`config.mk`:
```
export PLATFORM = sky130hd
export DESIGN_NAME = rom_rd_arb
export DESIGN_NICKNAME = d
export VERILOG_FILES = /design/src/rtl/rom_arb_pkg.sv /design/src/rtl/rom_arb_tag_pipe.sv /design/src/rtl/rom_rd_arb.sv
export SDC_FILE = /design/constraint.sdc
export NUM_CORES = 1
export LEC_CHECK = 0
export CORE_UTILIZATION = 34
export DETAILED_ROUTE_END_ITERATION = 10
export HOLD_SLACK_MARGIN = 0.08
export PLACE_DENSITY = 0.74
export SYNTH_ARGS = -nofsm -noshare
export SYNTH_HDL_FRONTEND = slang
export SYNTH_SLANG_ARGS = --single-unit
```
`constraint.sdc`:
```
create_clock -name sys_clk -period 1.35 [get_ports sys_clk]
set_clock_uncertainty 0.2 [all_clocks]
set_input_delay 0.135 -clock sys_clk [delete_from_list [all_inputs] [get_ports sys_clk]]
set_output_delay 0.135 -clock sys_clk [all_outputs]
set_load 0.005 [all_outputs]
```
`src/rtl/rom_arb_pkg.sv`:
```
// Shared definitions for the two-requester ROM read arbiter.
// Latency: n/a (types, defaults and helpers only).
// Backpressure: n/a.
package rom_arb_pkg;

    localparam int ADDR_W_DEF  = 8;
    localparam int DATA_W_DEF  = 8;
    localparam int NUM_REQ     = 2;
    localparam int ROM_LAT_DEF = 1;

    // Index of the requester that owns a read in flight.
    typedef logic owner_t;

    function automatic logic [NUM_REQ-1:0] owner_onehot(input owner_t owner);
        return owner ? 2'b10 : 2'b01;
    endfunction

endpackage

```
`src/rtl/rom_arb_tag_pipe.sv`:
```
// Valid/owner-tag delay line that tracks each ROM read until its data is due.
// Latency: DEPTH cycles from i_vld to o_vld.
// Backpressure: none; one entry may enter every cycle.
//
// Ports: i_clk, i_rst_n (async, active-low), i_vld/i_tag (accepted read),
//        o_vld/o_tag (read whose ROM data is on the bus this cycle).
module rom_arb_tag_pipe
    import rom_arb_pkg::*;
#(
    parameter int DEPTH = 2
) (
    input  logic   i_clk,
    input  logic   i_rst_n,
    input  logic   i_vld,
    input  owner_t i_tag,
    output logic   o_vld,
    output owner_t o_tag
);

    logic [DEPTH-1:0] r_vld;
    owner_t           r_tag [DEPTH];

    always_ff @(posedge i_clk or negedge i_rst_n) begin
        if (!i_rst_n) begin
            r_vld <= '0;
            for (int i = 0; i < DEPTH; i++) begin
                r_tag[i] <= 1'b0;
            end
        end else begin
            r_vld[0] <= i_vld;
            r_tag[0] <= i_tag;
            for (int i = 1; i < DEPTH; i++) begin
                r_vld[i] <= r_vld[i-1];
                r_tag[i] <= r_tag[i-1];
            end
        end
    end

    assign o_vld = r_vld[DEPTH-1];
    assign o_tag = r_tag[DEPTH-1];

endmodule

```
`src/rtl/rom_rd_arb.sv`:
```
// Round-robin arbiter sharing one fixed-latency ROM read port between two requesters.
// Latency: grant same cycle; rom_rd_en next cycle; rd_valid_o ROM_LAT+2 cycles after acceptance.
// Backpressure: a requester holds req_i/addr until granted; arb_en low blocks new grants only.
//
// Ports: sys_clk, sys_rst_n (async, active-low), arb_en, req_i[1:0],
//        addr0_i/addr1_i, gnt_o[1:0] (combinational), rom_rd_en/rom_addr (registered),
//        rom_data (ROM_LAT cycles after strobe), rd_valid_o[1:0]/rd_data_o (registered).
module rom_rd_arb
    import rom_arb_pkg::*;
#(
    parameter int ROM_LAT = ROM_LAT_DEF,   // legal 1..4
    parameter int ADDR_W  = ADDR_W_DEF,
    parameter int DATA_W  = DATA_W_DEF
) (
    input  logic              sys_clk,
    input  logic              sys_rst_n,
    input  logic              arb_en,
    input  logic [1:0]        req_i,
    input  logic [ADDR_W-1:0] addr0_i,
    input  logic [ADDR_W-1:0] addr1_i,
    output logic [1:0]        gnt_o,
    output logic              rom_rd_en,
    output logic [ADDR_W-1:0] rom_addr,
    input  logic [DATA_W-1:0] rom_data,
    output logic [1:0]        rd_valid_o,
    output logic [DATA_W-1:0] rd_data_o
);

    // Tie-break owner: 0 = requester 0 wins a tie, 1 = requester 1 wins.
    logic r_prio;

    logic [1:0]        w_gnt;
    logic              w_acc;
    owner_t            w_acc_tag;
    logic [ADDR_W-1:0] w_acc_addr;
    logic              w_pipe_vld;
    owner_t            w_pipe_tag;

    // Reset is folded into the grant so nothing is granted while held in reset.
    always_comb begin
        w_gnt = 2'b00;
        if (sys_rst_n && arb_en) begin
            case (req_i)
                2'b01:   w_gnt = 2'b01;
                2'b10:   w_gnt = 2'b10;
                2'b11:   w_gnt = r_prio ? 2'b10 : 2'b01;
                default: w_gnt = 2'b00;
            endcase
        end
    end

    assign gnt_o      = w_gnt;
    assign w_acc      = |(req_i & w_gnt);
    assign w_acc_tag  = w_gnt[1];
    assign w_acc_addr = w_gnt[1] ? addr1_i : addr0_i;

    // Pointer moves only on a real acceptance; the winner drops to lower priority.
    always_ff @(posedge sys_clk or negedge sys_rst_n) begin
        if (!sys_rst_n) begin
            r_prio    <= 1'b0;
            rom_rd_en <= 1'b0;
            rom_addr  <= '0;
        end else begin
            rom_rd_en <= w_acc;
            if (w_acc) begin
                rom_addr <= w_acc_addr;
                r_prio   <= ~w_acc_tag;
            end
        end
    end

    // Stage 0 lines up with rom_rd_en; the last stage lines up with rom_data.
    rom_arb_tag_pipe #(
        .DEPTH (ROM_LAT + 1)
    ) u_tag_pipe (
        .i_clk   (sys_clk),
        .i_rst_n (sys_rst_n),
        .i_vld   (w_acc),
        .i_tag   (w_acc_tag),
        .o_vld   (w_pipe_vld),
        .o_tag   (w_pipe_tag)
    );

    always_ff @(posedge sys_clk or negedge sys_rst_n) begin
        if (!sys_rst_n) begin
            rd_valid_o <= 2'b00;
            rd_data_o  <= '0;
        end else begin
            rd_valid_o <= w_pipe_vld ? owner_onehot(w_pipe_tag) : 2'b00;
            if (w_pipe_vld) begin
                rd_data_o <= rom_data;
            end
        end
    end

endmodule

```
==> results.rst <==
.. list-table::
   :header-rows: 1

   * - Metric
     - Value
   * - Maximum frequency from static timing analysis
     - 625 MHz
   * - Arr. time, crit path
     - 1.26 ns
   * - GRT met1 Usage
     - 16.1%
   * - Crit-path max FO
     - 2
   * - Final net count
     - 171
   * - Number of port buffers
     - 49
   * - Number of remaining DRC errors
     - 0
   * - Synth area leaders
     - sky130_fd_sc_hd__dfrtp_1 62%, sky130_fd_sc_hd__mux2_2 9.8%, sky130_fd_sc_hd__nand2_1 6.5%
   * - Total number of yosys warnings
     - 0
   * - Row cnt
     - 18
   * - Total nets after synthesis
     - 106
   * - Share of flip-flops with an asynchronous set or reset
     - 100%
   * - Via density
     - 4.68
   * - Most frequently used flop master after synthesis
     - sky130_fd_sc_hd__dfrtp_1
   * - Critical Path Slowest Stage Cell
     - sky130_fd_sc_hd__dfrtp_1
   * - Setup repair after global routing missed its margin
     - true
   * - Clock tree from TritonCTS
     - yes
   * - Power Density
     - 1060 mW/mm^2
   * - Crit path kind
     - flop to output port
   * - Most crowded layer after global routing
     - met2
   * - Detailed router's first-iteration violation count
     - 11
   * - Width of the die
     - 54.1 um
   * - Slew Limit Fails
     - 0
   * - Max-cap violations
     - 0
   * - Max-slew headroom
     - 76.5%
   * - Clock insertion delay at the later pin of the skew report
     - 0.30 ns
   * - Remaining Overflow, GRT
     - 0
   * - Basic-gate share of the synthesized area counting and, or, nand and nor cells
     - 12.7%
   * - Final RePlAce weighted congestion
     - 0.747
   * - Share of cells above drive strength 1
     - 21.3%
   * - Final std cells w/o fill
     - 171
   * - Number of setup violations in the final report
     - 3
   * - Clk sink count
     - 23
   * - Final critical-path share of the clock period
     - 118%
   * - Die extent in y
     - 54.1 um
   * - Mean area per synthesized cell
     - 12.0 um^2
   * - Complex-gate fraction of the synthesized area
     - 10.4%
   * - Count of flip-flops with a built-in enable after synthesis
     - 0
   * - Filler instances
     - 237
   * - GRT Resource Usage Total
     - 15.6%
   * - Routed via count
     - 800
   * - Outcome
     - complete, but fails checks
   * - Aggregate negative setup slack
     - -0.457 ns
   * - Vias in the first global route
     - 796
   * - Proportion of synthesized area in mux cells
     - 9.76%
   * - Clock transition at the registers of the reported paths
     - 0.12 ns
   * - XOR/XNOR Fraction of Synth Area
     - 0%
   * - Violated checks
     - setup timing
   * - Number of buffers added by the clock tree synthesis step
     - 3
   * - Cell type group with the largest total delay on the critical path
     - flip-flops
   * - Combinational family with the most area after synthesis
     - simple AND/OR/NAND/NOR gates
   * - Transition at the pin with the smallest max-transition slack
     - 0.352 ns
   * - Total instance count after detailed placement
     - 157
   * - Sum of buffers and inverters on the critical path
     - 2
   * - Post-synthesis cell count
     - 77
   * - Category of the worst setup path capture point
     - output port
   * - Initial Utilization
     - 36.6%
   * - Initial antenna violation count
     - 0
   * - Worst-path cell chain
     - buf_6 > a21boi_2 > and3_1 > buf_2
   * - Post-DP HPWL
     - 1540 um
   * - Adder-cell share of the synthesized area
     - 0%
   * - Biggest area consumer among synthesized cells
     - sky130_fd_sc_hd__dfrtp_1
   * - Count leader, synth
     - sky130_fd_sc_hd__dfrtp_1
   * - Wire length of the first global-routing pass
     - 3190 um
   * - Count of final hold-check violations
     - 0
   * - Post-route setup slack
     - -0.250 ns
   * - Global-route met3 utilization
     - 3.39%
   * - Root buffer selected by CTS
     - sky130_fd_sc_hd__clkbuf_4
   * - Met2 Resource Use GR
     - 29.4%
   * - Post-synthesis sequential element count
     - 23
   * - Kind of start point of the critical path
     - flop
   * - Ranking of synthesized cells by instance count
     - 23 x sky130_fd_sc_hd__dfrtp_1, 16 x sky130_fd_sc_hd__nand2_1, 9 x sky130_fd_sc_hd__a31oi_1
   * - Die area
     - 0.00293 mm^2
   * - I/O pin count
     - 50
   * - Residual antenna-violating net count after detailed routing
     - 0
   * - Share of Yosys cell area claimed by the top area cell type
     - 62.3%
   * - H-tree levels
     - 1
   * - Standby leakage power
     - 0.720 nW
   * - Antenna diodes
     - 0
   * - CORE AREA
     - 0.00252 mm^2
   * - Maximum single-stage delay on the critical path
     - 0.43 ns
   * - Maximum number of pins on one net before global-route repair
     - 19
   * - Clk buf depth
     - 2
   * - Final Power
     - 0.00163 W
   * - Number of search-and-repair iterations in the first detailed-routing pass
     - 4
   * - Placement-stage worst setup slack
     - -0.505 ns
   * - Maximum ir drop on the vdd rail
     - 0.620 mV
   * - Average wire length per cell after detail routing
     - 11.7 um
   * - Post-Synthesis Cell Area
     - 923 um^2
   * - Data required time of the worst path
     - 1.01 ns
   * - Period minus WS final
     - 1.60 ns
   * - Netlist cell types
     - 18
   * - Area Overhead vs Synth
     - 66.8%
   * - Sequential element share of the synthesized area
     - 62.3%
   * - Final wirelength
     - 2010 um
   * - Kind of path behind the tightest hold check
     - flop to flop
kinds of logic after synthesis:
kind of cell / count (synthesis)
compound gates: 13
flops: 23
simple gates: 28
buf+inv: 5
mux: 8
metal layers:
metal  vias up  wire [um]  part of all wire (%)
met4         0          0                     0
li1        394          -                     -
met5         -          0                     0
met3         0        210                    10
met2        48        964                    48
met1       358        832                    41
power by group:
part           leakage (nW)  switching [W]  internal (W)
sequential            0.274      0.0000543      0.000790
clock                0.0177       0.000193      0.000110
combinational         0.428       0.000164      0.000317
metrics by stage:
| step | utilization [%] | hold slack [ns] | instance area [um^2] |
|---|---|---|---|
| detailed placement | 57.6 | 0.138 | 1450 |
| finish | 61.1 | 0.165 | 1540 |
| CTS | 60.7 | 0.166 | 1530 |
| global placement | 57.6 | 0.134 | 1450 |
| floorplan | - | -0.361 | 923 |
| global route | 61.1 | 0.176 | 1540 |
placed cells by master (no fill, tap or decap):
cell / n
sky130_fd_sc_hd__dfrtp_1: 23
sky130_fd_sc_hd__and2_4: 1
sky130_fd_sc_hd__nor2_1: 8
sky130_fd_sc_hd__and2_1: 1
sky130_fd_sc_hd__buf_2: 1
sky130_fd_sc_hd__buf_6: 2
sky130_fd_sc_hd__clkdlybuf4s15_1: 2
sky130_fd_sc_hd__and3_1: 1
sky130_fd_sc_hd__clkdlybuf4s50_1: 27
sky130_fd_sc_hd__nor2b_1: 1
sky130_fd_sc_hd__a21boi_2: 1
sky130_fd_sc_hd__clkbuf_4: 3
sky130_fd_sc_hd__a21bo_2: 1
sky130_fd_sc_hd__a41oi_1: 1
sky130_fd_sc_hd__nand2_1: 16
sky130_fd_sc_hd__dlygate4sd3_1: 3
sky130_fd_sc_hd__buf_4: 12
sky130_fd_sc_hd__clkinv_2: 1
sky130_fd_sc_hd__mux2_2: 8
sky130_fd_sc_hd__dlygate4sd2_1: 18
sky130_fd_sc_hd__a31oi_1: 9
sky130_fd_sc_hd__o211a_1: 1
path summary, 6_finish.rpt:
| kind | startpoint | end | slack, ns | cells past startpoint |
|---|---|---|---|---|
| min reg2reg | u_tag_pipe.r_tag[1] | u_tag_pipe.o_tag | 0.17 | 0 |
| min in group asynchronous | sys_rst_n | rd_data_o[5] | 0.55 | 3 |
| min | u_tag_pipe.r_tag[1] | u_tag_pipe.o_tag | 0.17 | 0 |
| max | r_prio | gnt_o[0] | -0.25 | 4 |
| max in group asynchronous | sys_rst_n | rom_addr[7] | 0.10 | 4 |
| max reg2reg | r_prio | rom_addr[6] | -0.01 | 5 |
sequential cells by signal, summed over array words and instances (netlist names):
name / cells
r_prio: 1
u_tag_pipe.o_tag: 1
rd_data_o: 8
rom_addr: 8
u_tag_pipe.r_tag: 1
rd_valid_o: 2
u_tag_pipe.r_vld: 2
worst register-to-register path, stage by stage (launching register included):
cell	delay [ns]
sky130_fd_sc_hd__dfrtp_1	0.43
sky130_fd_sc_hd__buf_6	0.13
sky130_fd_sc_hd__a21boi_2	0.12
sky130_fd_sc_hd__buf_4	0.16
sky130_fd_sc_hd__nand2_1	0.07
sky130_fd_sc_hd__a31oi_1	0.17
final cells by class:
cell class / instances / area (um^2) / area share (%)
clock inverters: 1 / 5.00 / 0.325
multi-input cells: 49 / 304 / 19.7
well taps: 30 / 37.5 / 2.44
clock buffers: 3 / 22.5 / 1.46
flip-flops and latches: 23 / 576 / 37.4
repair buffers: 65 / 596 / 38.7
repair_timing:
item,in CTS,in global routing
pin swaps,3,2
buffers inserted,6,1
hold buffers,3,0
gates cloned,0,0
endpoints found under the setup margin,21,13
gates resized for setup,30,2
hold endpoints to repair,24,0
No activity file was read; power rests on OpenSTA's default activity.
